==> config.mk <==
export PLATFORM = sky130hd
export DESIGN_NAME = dmem_arbiter
export DESIGN_NICKNAME = d
export VERILOG_FILES = /design/src/rtl/dmem_pkg.sv /design/src/rtl/dmem_access_check.sv /design/src/rtl/dmem_arbiter.sv
export SDC_FILE = /design/constraint.sdc
export NUM_CORES = 1
export LEC_CHECK = 0
export CORE_AREA = 2 2 121 123
export DETAILED_ROUTE_END_ITERATION = 12
export DIE_AREA = 0 0 123 125
export GPL_TIMING_DRIVEN = 0
export PLACE_DENSITY = 0.83
export SYNTH_ARGS = -nofsm -noshare
export SYNTH_HDL_FRONTEND = slang
export SYNTH_SLANG_ARGS = --single-unit
==> constraint.sdc <==
create_clock -name clk -period 15.3 [get_ports clk]
set_input_delay 1.53 -clock clk [delete_from_list [all_inputs] [get_ports clk]]
set_output_delay 1.53 -clock clk [all_outputs]
set_load 0.05 [all_outputs]
==> src/rtl/dmem_pkg.sv <==
// Shared types and helpers for the data-memory arbiter.
package dmem_pkg;

    typedef enum logic [1:0] {
        SIZE_BYTE = 2'b00,
        SIZE_HALF = 2'b01,
        SIZE_WORD = 2'b10
    } size_e;

    typedef enum logic {
        UNLOCKED = 1'b0,
        LOCKED1  = 1'b1
    } lock_state_e;

    // Number of bytes touched by an access of the given size (0 for the illegal encoding).
    function automatic logic [2:0] access_bytes(input logic [1:0] size);
        logic [2:0] n;
        case (size)
            SIZE_BYTE: n = 3'd1;
            SIZE_HALF: n = 3'd2;
            SIZE_WORD: n = 3'd4;
            default:   n = 3'd0;
        endcase
        return n;
    endfunction

endpackage

==> src/rtl/dmem_access_check.sv <==
// Combinational legality check for one memory access: size encoding,
// natural alignment and fit inside the MEM_SIZE-byte memory.
module dmem_access_check
    import dmem_pkg::*;
#(
    parameter int MEM_SIZE = 512
) (
    input  logic [31:0] addr,
    input  logic [1:0]  size,
    output logic        legal
);

    logic [32:0] end_addr;
    logic        aligned;

    // The end address is computed one bit wider so addresses near 2^32 cannot wrap into range.
    always_comb begin
        end_addr = {1'b0, addr} + {30'd0, access_bytes(size)};
        case (size)
            SIZE_BYTE: aligned = 1'b1;
            SIZE_HALF: aligned = ~addr[0];
            SIZE_WORD: aligned = (addr[1:0] == 2'b00);
            default:   aligned = 1'b0;
        endcase
        legal = aligned && (end_addr <= 33'(MEM_SIZE));
    end

endmodule

==> src/rtl/dmem_arbiter.sv <==
// Two-port arbiter in front of the single-port data memory.
// Port 0 = core LSU, port 1 = debug/DMA loader (may lock for bounded bursts).
//
//   state    | meaning
//   UNLOCKED | round-robin between both ports
//   LOCKED1  | only port 1 may be granted; ends when m1_lock drops or after LOCK_MAX grants
//
// In LOCKED1 the grant stays restricted to port 1 for the cycle in which m1_lock
// is seen low; the state returns to UNLOCKED at the following edge.
module dmem_arbiter
    import dmem_pkg::*;
#(
    parameter int MEM_SIZE = 512,
    parameter int LOCK_MAX = 8
) (
    input  logic        clk,
    input  logic        reset,
    input  logic        m0_req,
    input  logic        m0_we,
    input  logic [31:0] m0_addr,
    input  logic [1:0]  m0_size,
    input  logic [31:0] m0_wdata,
    output logic        m0_gnt,
    output logic        m0_rvalid,
    output logic        m0_err,
    output logic [31:0] m0_rdata,
    input  logic        m1_req,
    input  logic        m1_we,
    input  logic [31:0] m1_addr,
    input  logic [1:0]  m1_size,
    input  logic [31:0] m1_wdata,
    output logic        m1_gnt,
    output logic        m1_rvalid,
    output logic        m1_err,
    output logic [31:0] m1_rdata,
    input  logic        m1_lock,
    output logic        mem_write_en,
    output logic        mem_read_en,
    output logic [31:0] mem_addr,
    output logic [1:0]  mem_store_size,
    output logic [31:0] mem_write_data,
    input  logic [31:0] mem_read_data
);

    localparam int CNT_W = $clog2(LOCK_MAX + 1);
    localparam logic [CNT_W-1:0] CNT_LAST = CNT_W'(LOCK_MAX - 1);

    lock_state_e      lock_state;
    logic [CNT_W-1:0] lock_cnt;
    logic             rr_ptr;       // 0: port 0 wins a tie, 1: port 1 wins a tie
    logic             relock_blk;   // port 1 may not re-lock until port 0 is served

    logic             any_gnt;
    logic             sel_we;
    logic             sel_legal;
    logic [31:0]      sel_addr;
    logic [31:0]      sel_wdata;
    logic [1:0]       sel_size;
    logic [31:0]      resp_data;

    logic [1:0]       rvalid_q;
    logic [1:0]       err_q;
    logic [31:0]      rdata0_q;
    logic [31:0]      rdata1_q;

    // Same-cycle grant: lock restricts to port 1, otherwise round-robin on contention.
    always_comb begin
        m0_gnt = 1'b0;
        m1_gnt = 1'b0;
        if (!reset) begin
            if (lock_state == LOCKED1) begin
                m1_gnt = m1_req;
            end else if (m0_req && m1_req) begin
                m0_gnt = ~rr_ptr;
                m1_gnt = rr_ptr;
            end else begin
                m0_gnt = m0_req;
                m1_gnt = m1_req;
            end
        end
    end

    assign any_gnt   = m0_gnt | m1_gnt;
    assign sel_we    = m1_gnt ? m1_we    : m0_we;
    assign sel_addr  = m1_gnt ? m1_addr  : m0_addr;
    assign sel_size  = m1_gnt ? m1_size  : m0_size;
    assign sel_wdata = m1_gnt ? m1_wdata : m0_wdata;

    dmem_access_check #(
        .MEM_SIZE (MEM_SIZE)
    ) u_check (
        .addr  (sel_addr),
        .size  (sel_size),
        .legal (sel_legal)
    );

    // Memory interface is driven only by a legal winner; everything else parks at zero.
    always_comb begin
        mem_write_en   = 1'b0;
        mem_read_en    = 1'b0;
        mem_addr       = 32'd0;
        mem_store_size = 2'b00;
        mem_write_data = 32'd0;
        if (any_gnt && sel_legal) begin
            mem_write_en   = sel_we;
            mem_read_en    = ~sel_we;
            mem_addr       = sel_addr;
            mem_store_size = sel_size;
            mem_write_data = sel_wdata;
        end
    end

    // Read data arrives as the aligned word; drop the bytes below the access address.
    assign resp_data = (any_gnt && sel_legal && !sel_we)
                       ? (mem_read_data >> {sel_addr[1:0], 3'b000}) : 32'd0;

    // Lock FSM, lock counter and round-robin pointer.
    always_ff @(posedge clk) begin
        if (reset) begin
            lock_state <= UNLOCKED;
            lock_cnt   <= '0;
            rr_ptr     <= 1'b0;
            relock_blk <= 1'b0;
        end else begin
            if (m0_gnt) begin
                rr_ptr     <= 1'b1;
                relock_blk <= 1'b0;
            end
            if (m1_gnt) begin
                rr_ptr <= 1'b0;
            end
            case (lock_state)
                UNLOCKED: begin
                    if (m1_gnt && m1_lock && !relock_blk) begin
                        if (LOCK_MAX > 1) begin
                            lock_state <= LOCKED1;
                            lock_cnt   <= CNT_W'(1);
                        end else begin
                            relock_blk <= m0_req;
                        end
                    end
                end
                LOCKED1: begin
                    if (!m1_lock) begin
                        lock_state <= UNLOCKED;
                        lock_cnt   <= '0;
                    end else if (m1_gnt) begin
                        if (lock_cnt == CNT_LAST) begin
                            lock_state <= UNLOCKED;
                            lock_cnt   <= '0;
                            rr_ptr     <= 1'b0;
                            relock_blk <= m0_req;
                        end else begin
                            lock_cnt <= lock_cnt + CNT_W'(1);
                        end
                    end
                end
                default: begin
                    lock_state <= UNLOCKED;
                    lock_cnt   <= '0;
                end
            endcase
        end
    end

    // One-cycle registered response per grant.
    always_ff @(posedge clk) begin
        if (reset) begin
            rvalid_q <= 2'b00;
            err_q    <= 2'b00;
            rdata0_q <= 32'd0;
            rdata1_q <= 32'd0;
        end else begin
            rvalid_q <= {m1_gnt, m0_gnt};
            err_q    <= {m1_gnt & ~sel_legal, m0_gnt & ~sel_legal};
            rdata0_q <= m0_gnt ? resp_data : 32'd0;
            rdata1_q <= m1_gnt ? resp_data : 32'd0;
        end
    end

    // A response still in flight when reset rises is dropped, not delivered.
    assign m0_rvalid = rvalid_q[0] & ~reset;
    assign m1_rvalid = rvalid_q[1] & ~reset;
    assign m0_err    = err_q[0] & ~reset;
    assign m1_err    = err_q[1] & ~reset;
    assign m0_rdata  = reset ? 32'd0 : rdata0_q;
    assign m1_rdata  = reset ? 32'd0 : rdata1_q;

endmodule

-- After elaboration in Yosys (flattened, before gate mapping)
Cells that the tools add are included.
- flip-flop bits (word level): 75
- input port bits: 171
- output and inout bits: 138
- logic and storage cells: 86
- $add $sub $neg: 2
- $lt $le $gt $ge: 1
- equality and inequality tests: 5
- shifts and indexed selects: 1
- multiplexer cells: 41
- bitwise gates (word level): 15
- reduce and logical (&&, ||, !) cells: 13
- operator list (kind ; number):
    32-bit 2-to-1 mux ; 7
    32-bit by 3-bit adder with 33-bit output ; 1
    33-bit by 10-bit less-or-equal comparator with 1-bit output, second input constant ; 1
    32-bit by 5-bit right shift with 32-bit output ; 1
    1-bit 2-to-1 mux ; 23
    4-bit 2-to-1 mux ; 4
    3-bit one-hot mux with 3 select lines ; 1
    1-bit inverter ; 8
    4-bit one-hot mux with 2 select lines ; 1
    1-bit AND ; 6
    1-bit logical AND ; 6
    4-bit by 1-bit adder with 4-bit output, second input constant ; 1
    4-bit by 3-bit equality test with 1-bit output, second input constant ; 1
    2-bit zero test ; 2
    2-bit 2-to-1 mux ; 2
    1-bit one-hot mux with 2 select lines ; 2
    2-bit OR reduction ; 2
    3-bit != test, second input constant ; 1
    1-bit one-hot mux with 3 select lines ; 1
    2-bit by 1-bit equality test with 1-bit output, second input constant ; 1
    2-bit equality test, second input constant ; 1
    1-bit zero test ; 2
    2-bit != test, second input constant ; 1
    2-bit AND reduction ; 1
    1-bit OR ; 1

-- Longest topological paths before layout
Gate-level depths: netlist (run 1).
- depth after elaboration: 13
- depth in mapped cells: 22
- depth with buffers taken out: 15

-- Cells and area by module
Synthesis (run 1) repeated with hierarchy kept, for this count alone.
- cells, all modules: 709
- area total of the unflattened synthesis: 5033.6 um2
- modules (own cells, without submodules) (module ; instances ; cells an instance ; area each (um2) ; sequential area each (um2)):
    dmem_arbiter ; 1 ; 599 ; 4246.6 ; 1501.4
    dmem_access_check ; 1 ; 110 ; 787.0 ; 0.0

-- Worst setup path after synthesis (run 1)
Ideal clock, no wire load.
- kind: input to output
- start point: input port m0_req
- end point: output port mem_write_data[10]
- data arrival time: 6.695 ns
- data required time: 13.770 ns
- setup slack: 7.075 ns
- cell stages on the path: 19
- path buffers: 5
- cell sequence: or3b_4 -> nand2_4 -> clkbuf_1 -> clkbuf_1 -> buf_1 -> mux2i_1 -> nor2_1 -> ha_1 -> clkbuf_1 -> or2_2 -> a2111oi_0 -> nor2_1 -> a41oi_1 -> a31oi_1 -> nor4b_2 -> and3_1 -> nand4b_2 -> clkbuf_1 -> a21oi_1
- longest elaborated chain between the ends: 12
- ends and longest elaborated chain (what ; RTL line ; source):
    from (decl) ; dmem_arbiter.sv:18 ; input logic m0_req,
    1-bit logical AND ; dmem_arbiter.sv:73 ; end else if (m0_req && m1_req) begin
    1-bit 2-to-1 mux ; dmem_arbiter.sv:73 ;
    1-bit 2-to-1 mux ; dmem_arbiter.sv:71 ; if (lock_state == LOCKED1) begin
    1-bit 2-to-1 mux ; dmem_arbiter.sv:70 ; if (!reset) begin
    2-bit 2-to-1 mux ; dmem_arbiter.sv:86 ; assign sel_size = m1_gnt ? m1_size : m0_size;
    2-bit equality test, or another cell as far along ; dmem_pkg.sv:18, dmem_access_check.sv:19 ;
    3-bit one-hot mux with 3 select lines ; dmem_pkg.sv:18 ; case (size)
    32-bit by 3-bit adder with 33-bit output ; dmem_access_check.sv:18 ; end_addr = {1'b0, addr} + {30'd0, access_bytes(size)};
    33-bit by 10-bit less-or-equal comparator with 1-bit output ; dmem_access_check.sv:25 ; legal = aligned && (end_addr <= 33'(MEM_SIZE));
    1-bit logical AND ; dmem_access_check.sv:25 ;
    1-bit logical AND ; dmem_arbiter.sv:104 ; if (any_gnt && sel_legal) begin
    32-bit 2-to-1 mux (*) ; dmem_arbiter.sv:104 ;
    to (decl) ; dmem_arbiter.sv:41 ; output logic [31:0] mem_write_data,
Every way passes the cells marked *; elsewhere a longest branch is shown, timed or not.

-- Final worst setup path (run 1)
- start point: input port reset
- end point: output port mem_write_data[10]
- longest elaborated chain between the ends: 9
- ends and longest elaborated chain (what ; RTL line ; source):
    from (decl) ; dmem_arbiter.sv:17 ; input logic reset,
    1-bit 2-to-1 mux ; dmem_arbiter.sv:70 ;
    2-bit 2-to-1 mux ; dmem_arbiter.sv:86 ;
    2-bit equality test, or another cell as far along ; dmem_pkg.sv:18, dmem_access_check.sv:19 ;
    3-bit one-hot mux with 3 select lines ; dmem_pkg.sv:18 ;
    32-bit by 3-bit adder with 33-bit output ; dmem_access_check.sv:18 ;
    33-bit by 10-bit less-or-equal comparator with 1-bit output ; dmem_access_check.sv:25 ;
    1-bit logical AND ; dmem_access_check.sv:25 ;
    1-bit logical AND ; dmem_arbiter.sv:104 ;
    32-bit 2-to-1 mux (*) ; dmem_arbiter.sv:104 ;
Marks and branches as above.

==> summary.md, run 1 <==
| Metric | Value |
|---|---|
| Synth Cell Area | 5630 um^2 |
| Ys async rst share | 0 |
| Total wire length | 22.6 mm |
| Pre-CTS setup slack | 4.67 ns |
| CTS tree | yes |
| Max-cap violation count | 0 |
| GPL Wtd Cong | 0.958 |
| Max stage delay cell, worst path | clkdlybuf4s50_1 |
| Io pins | 309 |
| CTS Buf Count | 9 |
| Most frequent cell after synthesis | nand2_1 |
| Share of the synthesized area in the top cell type | 0.267 |
| Synth cell count leaders | nand2_1, nor2_1, dfxtp_1 |
| Internal Pwr Total | 0.000428 W |
| Pleak | 3.47 nW |
| Synth top area cells | dfxtp_1, nand2_1, nor2b_1 |
| Vias per Instance | 5.30 |
| Synth Area in Compound Gates | 0.160 |
| DP HPWL | 18.1 mm |
| Clk pwr share | 0.401 |
| Switching part of the total | 0.284 |
| Fraction of layout cells with a size suffix above 1 | 0.0710 |
| FF+latch count, synth | 75 |
| Die W | 123 um |
| Synth Warn # | 0 |
| CORE AREA | 14200 um^2 |
| Clock tree buffer depth | 2 |
| NetSw | 0.000170 W |
| Row count | 44 |
| Post-DRT Antenna Nets | 0 |
| Area grow syn2layout | 62.3% |
| Post-route minimum period | 10.67 ns |
| Starting Density | 0.396 |
| Clock-pin slew on the worst setup and hold paths | 0.06 ns |
| CP endpoint kind | output port |
| CTS HTree Levels | 3 |
| DIE AREA | 15400 um^2 |
| CP Max Fanout | 10 |
| Total GRT Usage | 0.285 |
| Unrepaired setup endpoints after global routing | false |
| Worst Hold Class | reg -> reg |
| Final worst slack | 4.63 ns |
| Post-CTS Resized | 0 |
| Fin crit share | 0.698 |
| Initial antenna violation count | 0 |
| Worst Path Arrival | 9.14 ns |
| Clock skew | 0.00444 ns |
| Wire per inst | 17.5 um |
| IO buf count | 285 |
| Mean Syn Cell Area | 7.11 um^2 |
| Drt pass-1 iters | 6 |
| Seq pwr share | 0.330 |
| Reg2reg path depth | 21 |
| Post-Synth Adder-Cell Area | 0.0125 |
| EDFF count, synth | 0 |
| Post-synthesis simple-gate area fraction | 0.392 |
| Crit-path most repeated cell | clkbuf_1 |
| Xor/xnor cell area share of the yosys netlist | 0.0249 |
| Iteration-0 DRC Markers | 526 |
| First-pass GRT wire length | 34.5 mm |
| # Post-CTS Setup Buffers | 0 |
| Critical path cell sequence | clkdlybuf4s50_1 -> and2b_1 -> nand2_4 -> clkbuf_1 -> clkbuf_1 -> buf_1 -> clkbuf_1 -> nand2_1 -> nand2_1 -> ha_1 -> clkbuf_1 -> inv_1 -> nand2_1 -> o21ai_2 -> nor3_2 -> nand2_1 -> mux2_2 -> nor4_4 -> nand4b_2 -> clkbuf_1 -> a21oi_1 -> clkdlybuf4s50_1 |
| Total gr overflow | 0 |
| Slew headroom | 0.498 |
| Slew @ Worst Pin | 0.749 ns |
| CTS Hold Bufs | 0 |
| Worst setup path class | in -> out |
| Setup TNS | 0 ns |
| Max Slew Vio Count | 0 |
| Die height | 125 um |
| Via count | 6879 |
| Drc violations | 0 |
| Finished Layout Cells | 1297 |
| Gate power share | 0.269 |
| CP peak stage delay | 0.84 ns |
| Netlist cell types | 74 |
| Main combinational cell family by area after synthesis | simple AND/OR/NAND/NOR gates |
| Final net count | 1283 |
| Mux share of post-synthesis cell area | 0.0707 |
| Fmax | 0.0937 GHz |
| Number of antenna diodes | 0 |
| Number of global-route vias before repair | 6527 |
| Crit path required time | 13.77 ns |
| Clock sinks | 75 |
| Area leader, netlist | dfxtp_1 |
| Pwr Density | 65.5 nW/um^2 |
| Clock Tree Root | clkbuf_16 |
| Post-synthesis sequential area ratio | 0.267 |
| Status | finished, final reports clean |
| Main flop type after synthesis | dfxtp_1 |
| Worst-Skew Late Latency | 0.33 ns |
| Cells after synthesis | 791 |
| Largest net degree at the start of global routing | 14 |
| Final setup violation count | 0 |
| Min-Delay Path Depth | 2 |
| CP Launch Type | input pin |
| Endpoints failing hold | 0 |
| Placed instance count | 1281 |
| Worst VDD drop | 0.0000590 V |
## worst max-delay path, delay by kind of cell
kind / cells / cell delay, ns
adder cells (fa/ha/maj): 1 / 0.14
AND/OR/NAND/NOR: 9 / 2.21
AO/OA/AOI/OAI: 2 / 0.38
multiplexers: 1 / 0.32
buffers and inverters: 9 / 4.52
## cells in the final DEF (no fill, tap or decap), drive strengths merged, types with 6 or more instances in the layout
cell type	count
clkdlybuf4s50	285
nand2	132
nor2	106
dfxtp	75
nor2b	73
a21oi	64
clkbuf	46
buf	36
mux2i	33
o21ai	27
nor3	26
nand3	23
conb	22
nand4	15
xnor2	11
inv	10
nor4b	10
and3	8
nor4	7
mux2	6
## per-stage QoR
step | hold slack, ns | util | area (um^2) | power (W)
global route | 0.510 | 0.643 | 9130 | 0.000620
CTS | 0.495 | 0.643 | 9130 | 0.000595
detailed placement | 0.473 | 0.619 | 8790 | 0.000359
global placement | 0.464 | 0.619 | 8790 | 0.000357
finish | 0.492 | 0.643 | 9130 | 0.000598
floorplan | 0.449 | - | 5710 | 0.000284
## final cells by class
class | count | area (um^2)
fill | 1228 | 5070
multi-input combinational | 656 | 3790
timing repair buffer | 285 | 2850
sequential | 75 | 1500
buffer | 72 | 378
tap | 184 | 230
clock buffer | 10 | 229
clock inverter | 6 | 113
inverter | 9 | 33.8
## sequential cells by signal, indices dropped and copies added (netlist names)
name / count
lock_state: 1
err_q: 2
rr_ptr: 1
rvalid_q: 2
relock_blk: 1
rdata1_q: 32
lock_cnt: 4
rdata0_q: 32
## worst paths after layout
kind                             startpoint                  to  slack (ns)
worst max-delay path                  reset  mem_write_data[10]        4.63
worst min-delay path            lock_cnt[3]         lock_cnt[3]        0.49
worst max register to register   lock_state        rdata0_q[22]        8.72
worst min register to register  lock_cnt[3]         lock_cnt[3]        0.49
## power by group through the flow
stage	logic [W]	clock network, W	registers (W)
after floorplan	0.0000832	0	0.000201
after global placement	0.000156	0	0.000201
after detailed placement	0.000158	0	0.000201
after CTS	0.000159	0.000240	0.000197
after global routing	0.000173	0.000250	0.000197
final	0.000161	0.000240	0.000197
## logic make-up after synthesis
kind of cell    count (synthesis)
mux                            39
other cells                     1
buf+inv                        81
flops                          75
fa+ha+maj                       6
compound gates                140
simple gates                  433
xor+xnor                       16
## routing by layer
layer	track usage	wire [um]
met1	0.359	8990
met2	0.478	10800
met3	0.0538	2170
met4	0.110	735
met5	0	0
(Power assumes the default switching activity.)
==> run 2, diff against run 1 <==
--- a/config.mk
+++ b/config.mk
@@ -5,11 +5,11 @@
 export SDC_FILE = /design/constraint.sdc
 export NUM_CORES = 1
 export LEC_CHECK = 0
-export CORE_AREA = 2 2 121 123
+export CORE_MARGIN = 2
+export CORE_UTILIZATION = 36
 export DETAILED_ROUTE_END_ITERATION = 12
-export DIE_AREA = 0 0 123 125
 export GPL_TIMING_DRIVEN = 0
-export PLACE_DENSITY = 0.83
+export PLACE_DENSITY = 0.78
 export SYNTH_ARGS = -nofsm -noshare
 export SYNTH_HDL_FRONTEND = slang
 export SYNTH_SLANG_ARGS = --single-unit
==> constraint.sdc (replaced) <==
create_clock -name clk -period 9.2 [get_ports clk]
set_input_delay 0.92 -clock clk [delete_from_list [all_inputs] [get_ports clk]]
set_output_delay 0.92 -clock clk [all_outputs]
set_load 0.05 [all_outputs]
==> summary.md, run 2 (same netlist as run 1, synthesis figures left out) <==
| Metric | Value |
|---|---|
| Die height | 129 um |
| Vias per Instance | 5.22 |
| Worst Setup SP | reset |
| Wire per inst | 16.7 um |
| Min-Delay Path Depth | 2 |
| R2R Path End | rdata1_q[22] |
| Worst VDD drop | 0.0000928 V |
| Most common cell after layout, fill and taps aside | clkdlybuf4s50_1 |
| DIE AREA | 16600 um^2 |
| CTS tree | yes |
| CP peak stage delay | 0.86 ns |
| Iteration-0 DRC Markers | 598 |
| Via count | 6892 |
| Row count | 45 |
| CTS HTree Levels | 3 |
| # Post-CTS Setup Buffers | 0 |
| Final net count | 1281 |
| Fin area | 9130 um^2 |
| Clock skew | 0.00541 ns |
| Post-CTS Resized | 3 |
| Max-cap violation count | 0 |
| CORE AREA | 15300 um^2 |
| CTS Buf Count | 9 |
| Max Slew Vio Count | 0 |
| CP endpoint | mem_write_data[8] |
| Most frequent cells in the layout | clkdlybuf4s50_1, nand2_1, nor2_1 |
| Starting Density | 0.369 |
| Flop2flop setup slack | 3.37 ns |
| Clock sinks | 75 |
| Total gr overflow | 0 |
| Clock-pin slew on the worst setup and hold paths | 0.05 ns |
| Worst setup path class | in -> out |
| Slew @ Worst Pin | 0.737 ns |
| First-pass GRT wire length | 34.0 mm |
| Endpoints failing hold | 0 |
| Die W | 129 um |
| Reg2reg path depth | 19 |
| Fmax | 0.114 GHz |
| Number of global-route vias before repair | 6580 |
| Post-DP Area | 8820 um^2 |
| Drc violations | 0 |
| Worst-Skew Late Latency | 0.33 ns |
| Total Power | 0.000958 W |
| Final setup violation count | 0 |
| Pwr Density | 105 nW/um^2 |
| Worst r2r src | lock_state |
| CP Launch Type | input pin |
| CP endpoint kind | output port |
| Critical path cell sequence | clkdlybuf4s50_1 -> and2b_1 -> clkbuf_1 -> a21boi_0 -> a21o_1 -> clkbuf_1 -> clkbuf_2 -> xnor2_1 -> ha_1 -> or2_2 -> a2111oi_0 -> nor2_1 -> a41oi_1 -> a31oi_1 -> nor4b_2 -> and3_1 -> nand4b_2 -> clkbuf_1 -> a21oi_1 -> clkdlybuf4s50_1 |
| Number of antenna diodes | 0 |
| Fin crit share | 0.953 |
| DP HPWL | 17.9 mm |
| Initial antenna violation count | 0 |
| IO buf count | 285 |
| Top flop regs | rdata0_q: 32 flops, rdata1_q: 32 flops, lock_cnt: 4 flops |
| Layout Utilization | 0.598 |
| Crit path required time | 8.28 ns |
| Worst Path Arrival | 7.85 ns |
| Hold_sp | lock_cnt[1] |
| Unrepaired setup endpoints after global routing | false |
| Finished Layout Cells | 1321 |
| Slew headroom | 0.509 |
| Placed instance count | 1308 |
| Total GRT Usage | 0.257 |
| Worst Hold Class | reg -> reg |
| Total wire length | 22.1 mm |
| GPL Wtd Cong | 0.979 |
| Drt pass-1 iters | 7 |
| Post-DRT Antenna Nets | 0 |
| Area grow syn2layout | 62.3% |
| Max stage delay cell, worst path | clkdlybuf4s50_1 |
| Status | finished, final reports clean |
| Clock Tree Root | clkbuf_16 |
| CTS Hold Bufs | 0 |
| Pleak | 3.46 nW |
| Fraction of layout cells with a size suffix above 1 | 0.0748 |
| Post-route minimum period | 8.77 ns |
| Crit-path most repeated cell | clkbuf_1 |
| CP Max Fanout | 10 |
| Io pins | 309 |
| Clock tree buffer depth | 2 |
| Largest net degree at the start of global routing | 20 |
## run 2: cell count changes in the layout (fill, tap and decap cells not counted)
cell,previous run,this run
buf_1,4,3
clkbuf_1,37,31
clkinv_2,1,2
bufinv_16,3,2
inv_6,1,0
clkbuf_2,0,4
clkbuf_4,0,1
## run 2: where the power goes
group / switching (W) / total [W] / internal, W
logic: 0.000146 / 0.000266 / 0.000119
clock network: 0.000129 / 0.000365 / 0.000235
registers: 0.00000118 / 0.000328 / 0.000327
## run 2: final cells by class
class | instances | area [um^2]
fillers | 1398 | 6130
plain buffers | 70 | 379
multi-input cells | 656 | 3790
repair buffers | 285 | 2850
inverters | 9 | 33.8
flip-flops and latches | 75 | 1500
clock buffers | 10 | 229
well taps | 211 | 264
clock inverters | 5 | 78.8
## run 2: worst max-delay path: cells and delay by family
kind / cells / cell delay, ns
AND/OR/NAND/NOR: 6 / 1.90
adder cells (fa/ha/maj): 1 / 0.22
XOR/XNOR: 1 / 0.12
AO/OA/AOI/OAI: 6 / 1.73
buffers and inverters: 6 / 2.94
## run 2: layer usage
layer / up-vias / track usage / share of wire
li1: 3331 / - / -
met1: 3106 / 0.323 / 0.40
met2: 398 / 0.437 / 0.48
met3: 57 / 0.0467 / 0.083
met4: 0 / 0.100 / 0.035
met5: - / 0 / 0
## run 2: how the worst min path moves through the flow
stage                        to  slack [ns]
floorplan           lock_cnt[1]        0.45
global placement    lock_cnt[1]        0.46
detailed placement  lock_cnt[1]        0.47
CTS                 lock_cnt[1]        0.48
global route        lock_cnt[1]        0.51
finish              lock_cnt[1]        0.48
## run 2: through the flow
stage / TNS [ns] / hold slack, ns / worst slack, ns
2_1_floorplan: 0 / 0.449 / 2.20
3_3_place_gp: -4.26 / 0.464 / -0.256
3_5_place_dp: -4.77 / 0.473 / -0.270
4_1_cts: 0 / 0.480 / 0.159
5_1_grt: 0 / 0.510 / 0.00762
6_report: 0 / 0.483 / 0.434
==> run 3, diff against run 2 <==
--- a/config.mk
+++ b/config.mk
@@ -5,11 +5,12 @@
 export SDC_FILE = /design/constraint.sdc
 export NUM_CORES = 1
 export LEC_CHECK = 0
-export CORE_MARGIN = 2
+export CORE_ASPECT_RATIO = 1.75
+export CORE_MARGIN = 3
 export CORE_UTILIZATION = 36
 export DETAILED_ROUTE_END_ITERATION = 12
 export GPL_TIMING_DRIVEN = 0
-export PLACE_DENSITY = 0.78
+export PLACE_DENSITY = 0.84
 export SYNTH_ARGS = -nofsm -noshare
 export SYNTH_HDL_FRONTEND = slang
 export SYNTH_SLANG_ARGS = --single-unit
==> summary.md, run 3 (same netlist as run 1, synthesis figures left out) <==
| Metric | Value |
|---|---|
| DIE AREA | 17200 um^2 |
| Pleak | 3.52 nW |
| Die height | 171 um |
| Most common cell after layout, fill and taps aside | clkdlybuf4s50_1 |
| CP Max Fanout | 19 |
| Max-cap violation count | 0 |
| CORE AREA | 15100 um^2 |
| Slew headroom | 0.477 |
| M2 GR Usage | 0.486 |
| Largest net degree at the start of global routing | 20 |
| Post-route minimum period | 8.80 ns |
| Row count | 59 |
| Max stage delay cell, worst path | clkdlybuf4s50_1 |
| Initial antenna violation count | 1 |
| Vias per Instance | 5.33 |
| IO buf count | 285 |
| Max Slew Vio Count | 0 |
| Pwr Density | 102 nW/um^2 |
| Pre-CTS setup slack | -0.608 ns |
| First-pass GRT wire length | 37.1 mm |
| Total GRT Usage | 0.280 |
| Starting Density | 0.374 |
| Worst-Skew Late Latency | 0.34 ns |
| Total gr overflow | 0 |
| CTS Buf Count | 9 |
| Number of global-route vias before repair | 6746 |
| CTS HTree Levels | 3 |
| Fmax | 0.114 GHz |
| Wire per inst | 19.0 um |
| Final setup violation count | 0 |
| Fin crit share | 0.957 |
| Drc violations | 0 |
| Global routing's busiest layer | met2 |
| Met1 Use GR | 0.311 |
| Crit-path most repeated cell | nand2_1 |
| Fraction of layout cells with a size suffix above 1 | 0.0712 |
| Io pins | 309 |
| Area grow syn2layout | 61.2% |
| Die W | 101 um |
| CP Launch Type | input pin |
| Critical path cell sequence | clkdlybuf4s50_1 -> and2b_1 -> nand2_4 -> clkbuf_2 -> clkbuf_4 -> clkbuf_1 -> nand2_1 -> nand2_1 -> ha_1 -> clkbuf_1 -> inv_1 -> nand2_1 -> o21ai_2 -> a221oi_2 -> a21boi_0 -> nor4b_2 -> and3_1 -> nand4b_2 -> buf_2 -> a21oi_1 -> clkdlybuf4s50_1 |
| Top flop regs | rdata0_q: 32 flops, rdata1_q: 32 flops, lock_cnt: 4 flops |
| Crit path required time | 8.28 ns |
| Total wire length | 24.6 mm |
| Post-DRT Antenna Nets | 0 |
| Clock sinks | 75 |
| Post-DP Area | 8790 um^2 |
| Slew @ Worst Pin | 0.781 ns |
| Drt pass-1 iters | 5 |
| Most frequent cells in the layout | clkdlybuf4s50_1, nand2_1, nor2_1 |
| Endpoints failing hold | 0 |
| Clock tree buffer depth | 2 |
| Clock-pin slew on the worst setup and hold paths | 0.05 ns |
| Hold WS | 0.483 ns |
| CTS tree | yes |
| DP HPWL | 20.3 mm |
| Unrepaired setup endpoints after global routing | false |
| CTS Hold Bufs | 0 |
| Met3 Track Usage GR | 0.0584 |
| Fin area | 9070 um^2 |
| Via count | 6893 |
| CP endpoint kind | output port |
| Worst Path Arrival | 7.88 ns |
| Final worst slack | 0.395 ns |
| Final net count | 1280 |
| GPL Wtd Cong | 1.00 |
| Clock skew | 0.00414 ns |
| CP peak stage delay | 0.86 ns |
| Worst setup path class | in -> out |
| Clock Tree Root | clkbuf_16 |
| Status | finished, final reports clean |
| Worst Hold Class | reg -> reg |
| Iteration-0 DRC Markers | 385 |
| Worst VDD drop | 0.0000891 V |
run 3: cell count changes in the layout (fill, tap and decap cells not counted):
cell             previous run  this run
dlymetal6s2s_1              0         4
dlygate4sd2_1               0         1
bufinv_16                   2         1
diode_2                     0         1
clkbuf_2                    4         2
clkinv_4                    1         0
clkbuf_1                   31        34
clkdlybuf4s50_1           285       280
run 3: final timing paths:
kind                                  start  slack [ns]  cells after the start      endpoint
worst max-delay path                  reset        0.40                     21   mem_addr[7]
worst min-delay path            lock_cnt[1]        0.48                      2   lock_cnt[1]
worst max register to register   lock_state        3.30                     20  rdata0_q[25]
worst min register to register  lock_cnt[1]        0.48                      2   lock_cnt[1]
run 3: final cells by class:
class,instances,area [um^2]
clock inverters,3,40.0
clock buffers,12,236
flip-flops and latches,75,1500
multi-input cells,656,3790
plain buffers,69,373
diodes,1,2.50
fillers,1385,5990
well taps,183,229
repair buffers,285,2860
inverters,9,33.8
run 3: timing repair:
item                                    CTS  global route
cloned                                    0             0
setup buffers                             0             0
resized for setup                         3             8
endpoints found under the setup margin   46            40
run 3: through the flow:
stage	util	TNS, ns	cells	power [W]
global route	0.602	0	1293	0.000967
finish	0.602	0	1293	0.000929
detailed placement	0.584	-16.34	1280	0.000599
CTS	0.602	0	1293	0.000929
global placement	0.584	-14.72	1280	0.000597
floorplan	-	0	812	0.000473
run 3: power breakdown:
group          switching (W)  internal, W  leakage (nW)
Clock               0.000126     0.000207         0.136
Sequential        0.00000114     0.000327         0.605
Combinational       0.000148     0.000119          2.78
Total               0.000275     0.000654          3.52
run 3: worst max-delay path: cells and delay by family:
family,cells,cell delay [ns]
simple gates,8,2.09
compound gates,4,1.05
buf+inv,8,3.63
fa+ha+maj,1,0.17
run 3: per-layer routing:
metal | wire length, um | vias to the layer above
met4 | 1490 | 0
met3 | 1880 | 87
li1 | - | 3313
met2 | 12400 | 377
met5 | 0 | -
met1 | 8820 | 3116
